--- config.mk ---
export PLATFORM = sky130hd
export DESIGN_NAME = flag_update_unit
export DESIGN_NICKNAME = d
export VERILOG_FILES = /design/src/rtl/flag_update_unit_pkg.sv /design/src/rtl/flag_update_unit_flag_gen.sv /design/src/rtl/flag_update_unit.sv
export SDC_FILE = /design/constraint.sdc
export NUM_CORES = 1
export LEC_CHECK = 0
export CAP_MARGIN = 20
export CORE_MARGIN = 1
export CORE_UTILIZATION = 36
export CTS_CLUSTER_DIAMETER = 30
export CTS_CLUSTER_SIZE = 12
export DETAILED_ROUTE_END_ITERATION = 8
export PLACE_DENSITY_LB_ADDON = 0.2
export RECOVER_POWER = 50
export SLEW_MARGIN = 10
export SYNTH_ARGS = -nofsm -noshare
export SYNTH_HDL_FRONTEND = slang
export SYNTH_SLANG_ARGS = --single-unit
--- constraint.sdc ---
create_clock -name clk -period 1.98 [get_ports clk]
set_input_delay 0.396 -clock clk [delete_from_list [all_inputs] [get_ports clk]]
set_output_delay 0.396 -clock clk [all_outputs]
set_load 0.01 [all_outputs]
--- src/rtl/flag_update_unit_pkg.sv ---
// Shared definitions for the NZCV flag path: ARM data-processing opcodes,
// opcode class predicates and flag bit positions.
package flag_update_unit_pkg;

  localparam int unsigned NZCV_W = 4;

  // Bit positions inside every 4-bit NZCV vector (state, bypass, MSR data).
  localparam int unsigned FLAG_N = 3;
  localparam int unsigned FLAG_Z = 2;
  localparam int unsigned FLAG_C = 1;
  localparam int unsigned FLAG_V = 0;

  localparam int unsigned CNT_W = 16;

  typedef enum logic [3:0] {
    OP_AND = 4'b0000,
    OP_EOR = 4'b0001,
    OP_SUB = 4'b0010,
    OP_RSB = 4'b0011,
    OP_ADD = 4'b0100,
    OP_ADC = 4'b0101,
    OP_SBC = 4'b0110,
    OP_RSC = 4'b0111,
    OP_TST = 4'b1000,
    OP_TEQ = 4'b1001,
    OP_CMP = 4'b1010,
    OP_CMN = 4'b1011,
    OP_ORR = 4'b1100,
    OP_MOV = 4'b1101,
    OP_BIC = 4'b1110,
    OP_MVN = 4'b1111
  } dp_opcode_e;

  // Adder-based opcodes take C/V from the adder; everything else is logical.
  function automatic logic is_arith_op(input logic [3:0] op);
    logic r;
    r = 1'b0;
    case (op)
      OP_SUB, OP_RSB, OP_ADD, OP_ADC,
      OP_SBC, OP_RSC, OP_CMP, OP_CMN: r = 1'b1;
      default:                        r = 1'b0;
    endcase
    return r;
  endfunction

  // Test/compare opcodes always write flags, whatever the S bit says.
  function automatic logic is_compare_op(input logic [3:0] op);
    logic r;
    r = 1'b0;
    case (op)
      OP_TST, OP_TEQ, OP_CMP, OP_CMN: r = 1'b1;
      default:                        r = 1'b0;
    endcase
    return r;
  endfunction

endpackage

--- src/rtl/flag_update_unit_flag_gen.sv ---
// Pure combinational NZCV computation for one data-processing result.
module flag_gen
  import flag_update_unit_pkg::*;
(
  input  logic [3:0]        opcode,
  input  logic [31:0]       alu_result,
  input  logic              alu_carry,
  input  logic              alu_overflow,
  input  logic              shifter_carry,
  input  logic              old_v,
  output logic [NZCV_W-1:0] flags
);

  logic arith;

  always_comb begin
    flags  = '0;
    arith  = is_arith_op(opcode);
    flags[FLAG_N] = alu_result[31];
    flags[FLAG_Z] = (alu_result == 32'h0);
    // Logical ops leave V untouched and take C from the barrel shifter.
    flags[FLAG_C] = arith ? alu_carry    : shifter_carry;
    flags[FLAG_V] = arith ? alu_overflow : old_v;
  end

endmodule

--- src/rtl/flag_update_unit.sv ---
// NZCV flag register with MSR override, same-cycle bypass to the condition
// checker, and a saturating count of committed flag writes.
module flag_update_unit
  import flag_update_unit_pkg::*;
(
  input  logic              clk,
  input  logic              rst,
  input  logic              ex_valid,
  input  logic              ex_s,
  input  logic [3:0]        ex_opcode,
  input  logic [31:0]       alu_result,
  input  logic              alu_carry,
  input  logic              alu_overflow,
  input  logic              shifter_carry,
  input  logic              freeze,
  input  logic              msr_we,
  input  logic [3:0]        msr_data,
  output logic [NZCV_W-1:0] nzcv_q,
  output logic [NZCV_W-1:0] nzcv_fwd,
  output logic              update_pending,
  output logic [CNT_W-1:0]  update_cnt
);

  // ex_valid / msr_we are single-cycle qualifiers with no back-pressure:
  // a request is consumed on the rising edge where it is high and freeze is
  // low; with freeze high it is dropped, and the producer re-presents it.
  logic [NZCV_W-1:0] nzcv_d;
  logic [NZCV_W-1:0] gen_flags;
  logic [CNT_W-1:0]  update_cnt_q;
  logic [CNT_W-1:0]  update_cnt_d;
  logic              ex_write;
  logic              commit;

  flag_gen u_flag_gen (
    .opcode        (ex_opcode),
    .alu_result    (alu_result),
    .alu_carry     (alu_carry),
    .alu_overflow  (alu_overflow),
    .shifter_carry (shifter_carry),
    .old_v         (nzcv_q[FLAG_V]),
    .flags         (gen_flags)
  );

  always_comb begin
    ex_write     = 1'b0;
    commit       = 1'b0;
    nzcv_d       = nzcv_q;
    update_cnt_d = update_cnt_q;

    // ex_valid gates first so opcode/S garbage cannot leak when idle.
    ex_write = ex_valid & (ex_s | is_compare_op(ex_opcode));
    commit   = ~freeze & (msr_we | ex_write);

    if (commit) begin
      nzcv_d = msr_we ? msr_data : gen_flags;
      if (update_cnt_q != {CNT_W{1'b1}}) begin
        update_cnt_d = update_cnt_q + {{(CNT_W-1){1'b0}}, 1'b1};
      end
    end
  end

  always_ff @(posedge clk or posedge rst) begin
    if (rst) begin
      nzcv_q       <= '0;
      update_cnt_q <= '0;
    end else begin
      nzcv_q       <= nzcv_d;
      update_cnt_q <= update_cnt_d;
    end
  end

  assign nzcv_fwd       = nzcv_d;
  assign update_pending = commit;
  assign update_cnt     = update_cnt_q;

endmodule
# After elaboration in Yosys (flattened, before gate mapping)
# Memories as Yosys holds them, arrays and structs flattened.
# Cells that the tools add are included.
[word_totals]
reg_bits = 20
rom_bits = 16
inputBits = 49
word_cells = 22
mem_count = 1
[memory_table]
columns = ["name", "depth", "word_bits", "rd", "rd_ports_with_merged_regs", "write_ports", "line", "source"]
rows = [
  ["(name not given)", 16, 1, 1, 0, 0, "flag_update_unit_pkg.sv:38", "case (op)"],
]
[classes]
n_addsub = 1
eq_ne = 5
muxes = 5
n_bitwise = 5
n_reduce_logical = 3
[op_table]
columns = ["operator", "n"]
rows = [
  ["32-bit logical NOT", 1],
  ["16-bit by 1-bit adder with 16-bit output, second input constant", 1],
  ["4-bit equality test, second input constant", 4],
  ["16-bit inequality test, second input constant", 1],
  ["4-bit two-way mux", 2],
  ["4-bit OR reduction", 1],
  ["1-bit two-way mux", 3],
  ["1-bit bitwise AND", 2],
  ["1-bit bitwise OR", 2],
  ["2-bit AND reduction", 1],
  ["1-bit NOT", 1],
]

# Depth between registers and ports, before layout
# Gate-level depths: netlist of run 1.
[logic_depth]
depth_word = 8
ltp_mapped = 8
depth_no_buf = 6

# Cells and area by module
# A second synthesis of run 1 with hierarchy kept.
[hier_totals]
cells_unflattened = 110
hier_area_um2 = 1124.8
[by_module_without_submodules]
columns = ["mod", "instances", "cells_per_inst", "area_each_um2", "seq_area_each_um2"]
rows = [
  ["flag_update_unit", 1, 94, 1013.5, 500.5],
  ["flag_gen", 1, 16, 111.4, 0.0],
]

# Least setup slack after synthesis of run 1
# No wires, ideal clock.
[synth_timing]
kind = "input to output"
from = "in msr_we"
to = "out nzcv_fwd[2]"
t_arrival_ps = 1442
required_time_ps = 1584
slack_ps = 142
path_stages = 6
path_buffers = 1
path_cell_list = "buf_6 nor4_1 nand4_1 nor4_1 a22oi_1 a21oi_1"
[synth_between]
elab_chain_cells = 3
[synth_rtl]
columns = ["item", "line", "source"]
rows = [
  ["start, declared", "flag_update_unit.sv:16", "input logic msr_we,"],
  ["1-bit bitwise OR", "flag_update_unit.sv:52", "commit = ~freeze & (msr_we | ex_write);"],
  ["1-bit bitwise AND", "flag_update_unit.sv:52", ""],
  ["4-bit two-way mux (*)", "flag_update_unit.sv:54", "if (commit) begin"],
  ["end, declared", "flag_update_unit.sv:19", "output logic [NZCV_W-1:0] nzcv_fwd,"],
]
# Mark *: on every way between the ends. The rest lies on a longest branch, timed or not.

# Worst setup path after layout of run 1
[layout_timing]
from = "in alu_result[8]"
to = "out nzcv_fwd[2]"
[layout_between]
elab_chain_cells = 3
[layout_rtl]
columns = ["item", "line", "source"]
rows = [
  ["start, declared", "flag_update_unit.sv:11", "input logic [31:0] alu_result,"],
  ["32-bit logical NOT", "flag_update_unit_flag_gen.sv:20", "flags[FLAG_Z] = (alu_result == 32'h0);"],
  ["4-bit two-way mux", "flag_update_unit.sv:55", "nzcv_d = msr_we ? msr_data : gen_flags;"],
  ["4-bit two-way mux", "flag_update_unit.sv:54", ""],
]
# Every way passes these cells.

==> flow_summary.yaml, run 1 <==
power:
  powerDensity_nw_per_um2: 738
  fin_total_pwr_mw: 1.54
  cellLeakagePower_nw: 0.921
  vdd_drop_max_v: 0.000379
die:
  core_area_um2: 3030
  die_h_um: 58.3
  die-area_um2: 3400
  ios: 74
  rows: 20
  die_w_um: 58.3
  start_util_pct: 37.7
logic_synthesis:
  synth.area.top_cells: "dfrtp_1 (44%), xnor2_1 (6.1%), nor4_1 (4.4%)"
  syn_nets: 162
  synth_seq_cells: 20
  yosysTopAreaCellShare_pct: 43.9
  synth_edf_count: 0
  ys_seq_area_share_pct: 43.9
  syn-cell-area_um2: 1140
  synth.most_common_cell: "dfrtp_1"
  syn_area_per_cell_um2: 10.2
  synthCells: 112
  synth_commonest_cells: "dfrtp_1 (20), nor4_1 (8), xnor2_1 (8)"
  synthArstFlopShare_pct: 100
  synth_area_leader_cell: "dfrtp_1"
  ys.flop_type: "dfrtp_1"
  ys_types: 34
  ys.warnings.count: 0
placed_design:
  placed_cell_area_um2: 1990
  io_buffers: 72
  place.gp.congestion: 0.816
  dp_hpwl_um: 2890
routing:
  dr.pass1.iters: 4
  detail_route.wl_per_cell_um: 16.0
  wirelength_um: 3950
  route.vias.total: 1260
  viasPerCell: 5.10
  drc_errors: 0
  ant_nets: 0
  first_iter_violations: 24
critical_path:
  startpoint_type: "input pin"
  worstPathRequired_ns: 1.58
  end_kind: "output pin"
  worst-endpoint-arrival_ns: 1.69
  crit_type: "in -> out"
  critical_path.slowest_cell: "or4_4"
  path_cells: "buf_6 > or4_4 > nor4_4 > a22oi_2 > a21oi_2 > buf_2"
  critPathMaxStageDelay_ns: 0.53
  worstPathMaxFanout: 2
layout:
  fin_nets: 254
  final_area_um2: 2080
  fillers: 255
  register_area_um2: 500
  diodes: 0
  final_layout_size_suffix_gt1_share_pct: 33.5
  fin_util_pct: 68.7
  multi_input_area_um2: 686
  area_growth_pct: 82.3
timing:
  postLayoutSetupSlackWorst_ns: -0.105
  fmax_mhz: 480
  final.min_clock_period_ns: 2.09
  fin_crit_sh_pct: 105
  setup_violations: 2
  rsz0062_at_grt: "true"
  drv_slew: 0
  hold_viol_final: 0
  skew_ns: 0.000495
  worst_pin_slew_ns: 1.11
  relSlewSlack_pct: 26.1
  whs_ns: 0.512
flow_run:
  maxCapViolations: 0
clocking:
  cts_buffers: 3
  ctsHoldBuffers: 0
  path_clk_slew_ns: 0.11
  h-tree-depth: 1
  clock_sinks: 20
  cts_root_buf: "clkbuf_4"
  ctsLongestPathBuffers: 2
  insertion_delay_ns: 0.30
  cts_tree: "yes"
global_routing:
  overflow: 0
  grt_max_degree: 21
  antenna_found_initial: 0
  grt_pass1_vias: 1352
  grtUsageTotal_pct: 24.6
  grt_pass1_wl_um: 6390
outcome:
  violations: "setup timing"
  status: "finished with violations"
hold_path:
  min-delay-path-class: "reg -> reg"
## what timing repair did
action                                  CTS  global route
endpoints found under the setup margin   10             5
resized for setup                        87            42
pin swaps                                18            15
setup buffers                             5             1
## kinds of logic after synthesis
logic type / Yosys count / share of synthesized area, %
muxes: 6 / 5.48
and+or+nand+nor: 46 / 22.9
adders and majority gates: 1 / 1.10
xor gates and xnor gates: 9 / 6.91
DFF: 20 / 43.9
AOI/OAI and AO/OA: 21 / 14.6
buffers and inverters: 9 / 5.15
## worst max-delay path, delay by kind of cell
family | cells | cell delay [ns]
simple gates | 2 | 0.78
compound gates | 2 | 0.27
buf+inv | 2 | 0.24
## where the power goes
| group | switching, mW | internal [mW] | total (mW) |
|---|---|---|---|
| combinational | 0.245 | 0.359 | 0.603 |
| clock | 0.128 | 0.205 | 0.332 |
| sequential | 0.109 | 0.491 | 0.600 |
## cell type report
type | instances | share of cell area (%)
well taps | 44 | 2.65
flip-flops and latches | 20 | 24.1
repair buffers | 91 | 36.7
clock buffers | 3 | 1.08
multi-input cells | 83 | 33.0
inverters | 5 | 1.14
clock inverters | 1 | 1.44
## final timing paths
| path | endpoint | depth (start not counted) | slack, ns | from |
|---|---|---|---|---|
| min | update_cnt[14] | 1 | 0.51 | update_cnt[14] |
| min in group asynchronous | nzcv_q[1] | 3 | 0.89 | rst |
| max in group asynchronous | nzcv_q[0] | 3 | 0.43 | rst |
| max | nzcv_fwd[2] | 6 | -0.11 | alu_result[8] |
| min reg2reg | update_cnt[14] | 1 | 0.51 | update_cnt[14] |
| max reg2reg | update_cnt[1] | 4 | 0.26 | update_cnt[0] |
## metal layers
layer	up-vias	share of wire [%]	GRT usage [%]
li1	602	-	-
met1	608	40	29.4
met2	45	55	46.8
met3	5	4.3	3.74
met4	0	0.78	5.10
met5	-	0	0
## registers in the layout, summed over array words and instances, names as in the netlist
name / cells
update_cnt: 16
nzcv_q: 4
## metrics by stage
stage / setup TNS, ns / std cells / setup WS (ns)
2_1_floorplan: 0 / 112 / 0.142
3_3_place_gp: -7.70 / 239 / -0.756
3_5_place_dp: -8.36 / 239 / -0.906
4_1_cts: -0.127 / 248 / -0.127
5_1_grt: -0.247 / 247 / -0.187
6_report: -0.124 / 247 / -0.105
## cells in the final DEF, fill, tap and decap left out, types with 4 or more instances in the layout
| cell | n |
|---|---|
| clkbuf_2 | 15 |
| mux2i_1 | 4 |
| a31oi_1 | 5 |
| buf_4 | 18 |
| dfrtp_1 | 20 |
| and3_1 | 5 |
| nand4_1 | 6 |
| nor2_1 | 7 |
| xnor2_1 | 8 |
| buf_6 | 4 |
| nor4_4 | 4 |
| dlygate4sd2_1 | 10 |
| nand3_1 | 7 |
| inv_1 | 4 |
| clkdlybuf4s15_1 | 5 |
| clkdlybuf4s50_1 | 31 |
| nand2_1 | 6 |
Note: power is estimated with default switching activity, not from simulation.
==> run 2: changes to the inputs <==
Settings changed: CORE_MARGIN 1 to 5.
==> run 2 against run 1 <==
Compared with the run above:
- the run still ends with setup timing left
- die area up 29%
- clock power shrank 28%
- hold slack improved by 0.0040 ns
- setup slack improved by 0.066 ns
- first-iteration DRC count up 17%
- core utilization down 5.2 points
==> flow_summary.yaml, run 2 (synthesized netlist as in run 1, its figures left out) <==
layout:
  fin_util_pct: 63.6
  final_layout_size_suffix_gt1_share_pct: 26.6
  largest_reg_flops: 16
  fin_nets: 250
  diodes: 0
  final_area_um2: 1940
  area_growth_pct: 70.1
  fillers: 286
  layout_common_cells: "clkdlybuf4s50_1 (29), dfrtp_1 (20), clkdlybuf4s15_1 (12)"
  final_common_cell: "clkdlybuf4s50_1"
routing:
  drc_errors: 0
  viasPerCell: 4.95
  first_iter_violations: 28
  route.vias.total: 1203
  ant_nets: 0
  wirelength_um: 3790
  detail_route.wl_per_cell_um: 15.6
  dr.pass1.iters: 4
outcome:
  violations: "setup timing"
  status: "finished with violations"
critical_path:
  crit_type: "in -> out"
  startpoint_type: "input pin"
  rr_worst_depth: 5
  worstPathMaxFanout: 2
  worst-endpoint-arrival_ns: 1.62
  end_kind: "output pin"
  reg2reg_slack_ns: 0.11
  worstPathRequired_ns: 1.58
timing:
  rsz0062_at_grt: "true"
  skew_ns: 0.000597
  relSlewSlack_pct: 29.9
  postLayoutSetupSlackWorst_ns: -0.0395
  fmax_mhz: 495
  whs_ns: 0.516
  worst_pin_slew_ns: 1.05
  final.min_clock_period_ns: 2.02
  hold_viol_final: 0
  setup_violations: 2
  drv_slew: 0
  fin_crit_sh_pct: 102
clocking:
  cts_tree: "yes"
  ctsLongestPathBuffers: 2
  cts_buffers: 3
  clock_sinks: 20
  h-tree-depth: 1
  path_clk_slew_ns: 0.11
  insertion_delay_ns: 0.31
  cts_root_buf: "clkbuf_4"
die:
  die-area_um2: 4400
  die_w_um: 66.3
  core_area_um2: 3050
  start_util_pct: 37.4
  ios: 74
  die_h_um: 66.3
  rows: 20
flow_run:
  maxCapViolations: 0
hold_path:
  min-delay-path-class: "reg -> reg"
  holdPathStages: 1
placed_design:
  io_buffers: 72
  dp_hpwl_um: 2920
  place.gp.congestion: 0.806
  placed_cell_area_um2: 1970
global_routing:
  grt_pass1_vias: 1273
  overflow: 0
  grt_max_degree: 21
  antenna_found_initial: 0
  grtUsageTotal_pct: 17.5
  grt_pass1_wl_um: 5870
power:
  vdd_drop_max_v: 0.000391
  cellLeakagePower_nw: 0.857
  powerDensity_nw_per_um2: 718
run 2: cell count changes in the layout (fill, tap and decap cells not counted), moves of 2 or more:
cell | before | now
nor4_1 | 1 | 3
buf_4 | 18 | 11
o22ai_2 | 2 | 0
o21ai_1 | 0 | 2
o22ai_1 | 0 | 2
o21ai_0 | 2 | 0
clkdlybuf4s15_1 | 5 | 12
dlygate4sd2_1 | 10 | 4
clkdlybuf4s50_1 | 31 | 29
dlygate4sd3_1 | 1 | 4
clkbuf_2 | 15 | 11
nor4_4 | 4 | 1
buf_2 | 3 | 9
run 2: worst paths after layout:
kind                                  end           start
max                           nzcv_fwd[2]  alu_result[21]
min                         update_cnt[4]   update_cnt[4]
max reg2reg                update_cnt[13]   update_cnt[6]
min reg2reg                 update_cnt[4]   update_cnt[4]
max in group asynchronous  update_cnt[15]             rst
min in group asynchronous       nzcv_q[0]             rst
run 2: layer usage:
layer | up-vias | wire, µm | part of all wire (%) | GRT usage (%)
met5 | - | 0 | 0 | 0
met1 | 572 | 1530 | 40 | 21.1
li1 | 593 | - | - | -
met3 | 3 | 180 | 4.8 | 2.04
met2 | 35 | 2040 | 54 | 32.2
met4 | 0 | 35 | 0.92 | 5.33
run 2: stage by stage:
| step | cells | power [mW] | setup TNS [ns] | setup slack [ns] |
|---|---|---|---|---|
| 2_1_floorplan | 112 | 0.819 | 0 | 0.142 |
| 3_3_place_gp | 236 | 1.17 | -7.00 | -0.769 |
| 3_5_place_dp | 236 | 1.20 | -7.41 | -0.828 |
| 4_1_cts | 242 | 1.42 | -0.0553 | -0.0553 |
| 5_1_grt | 243 | 1.48 | -0.422 | -0.162 |
| 6_report | 243 | 1.39 | -0.0593 | -0.0395 |
run 2: cell type report:
| type | instances | area, µm² | share of cell area (%) |
|---|---|---|---|
| Timing Repair Buffer | 87 | 724 | 37.3 |
| Clock buffer | 4 | 36.3 | 1.87 |
| Sequential cell | 20 | 500 | 25.8 |
| Inverter | 5 | 23.8 | 1.23 |
| Multi-Input combinational cell | 83 | 601 | 30.9 |
| Tap cell | 44 | 55.1 | 2.84 |
run 2: repair_timing:
| item | CTS | global route |
|---|---|---|
| hold buffers | 0 | 0 |
| endpoints found under the hold margin | 0 | 0 |
| pin swaps | 17 | 12 |
| gates resized for setup | 84 | 36 |
| endpoints found under the setup margin | 8 | 3 |
| buffers inserted | 2 | 1 |
run 2: critical path: stages:
cell	delay, ns
clkdlybuf4s15_1	0.16
nor4_1	0.26
nand2_1	0.10
nor4_2	0.28
a22oi_1	0.09
a21oi_1	0.17
buf_2	0.16
run 2: power breakdown:
group | switching (mW) | total, mW | internal (mW)
clock network | 0.127 | 0.239 | 0.112
logic | 0.223 | 0.554 | 0.331
registers | 0.109 | 0.600 | 0.491
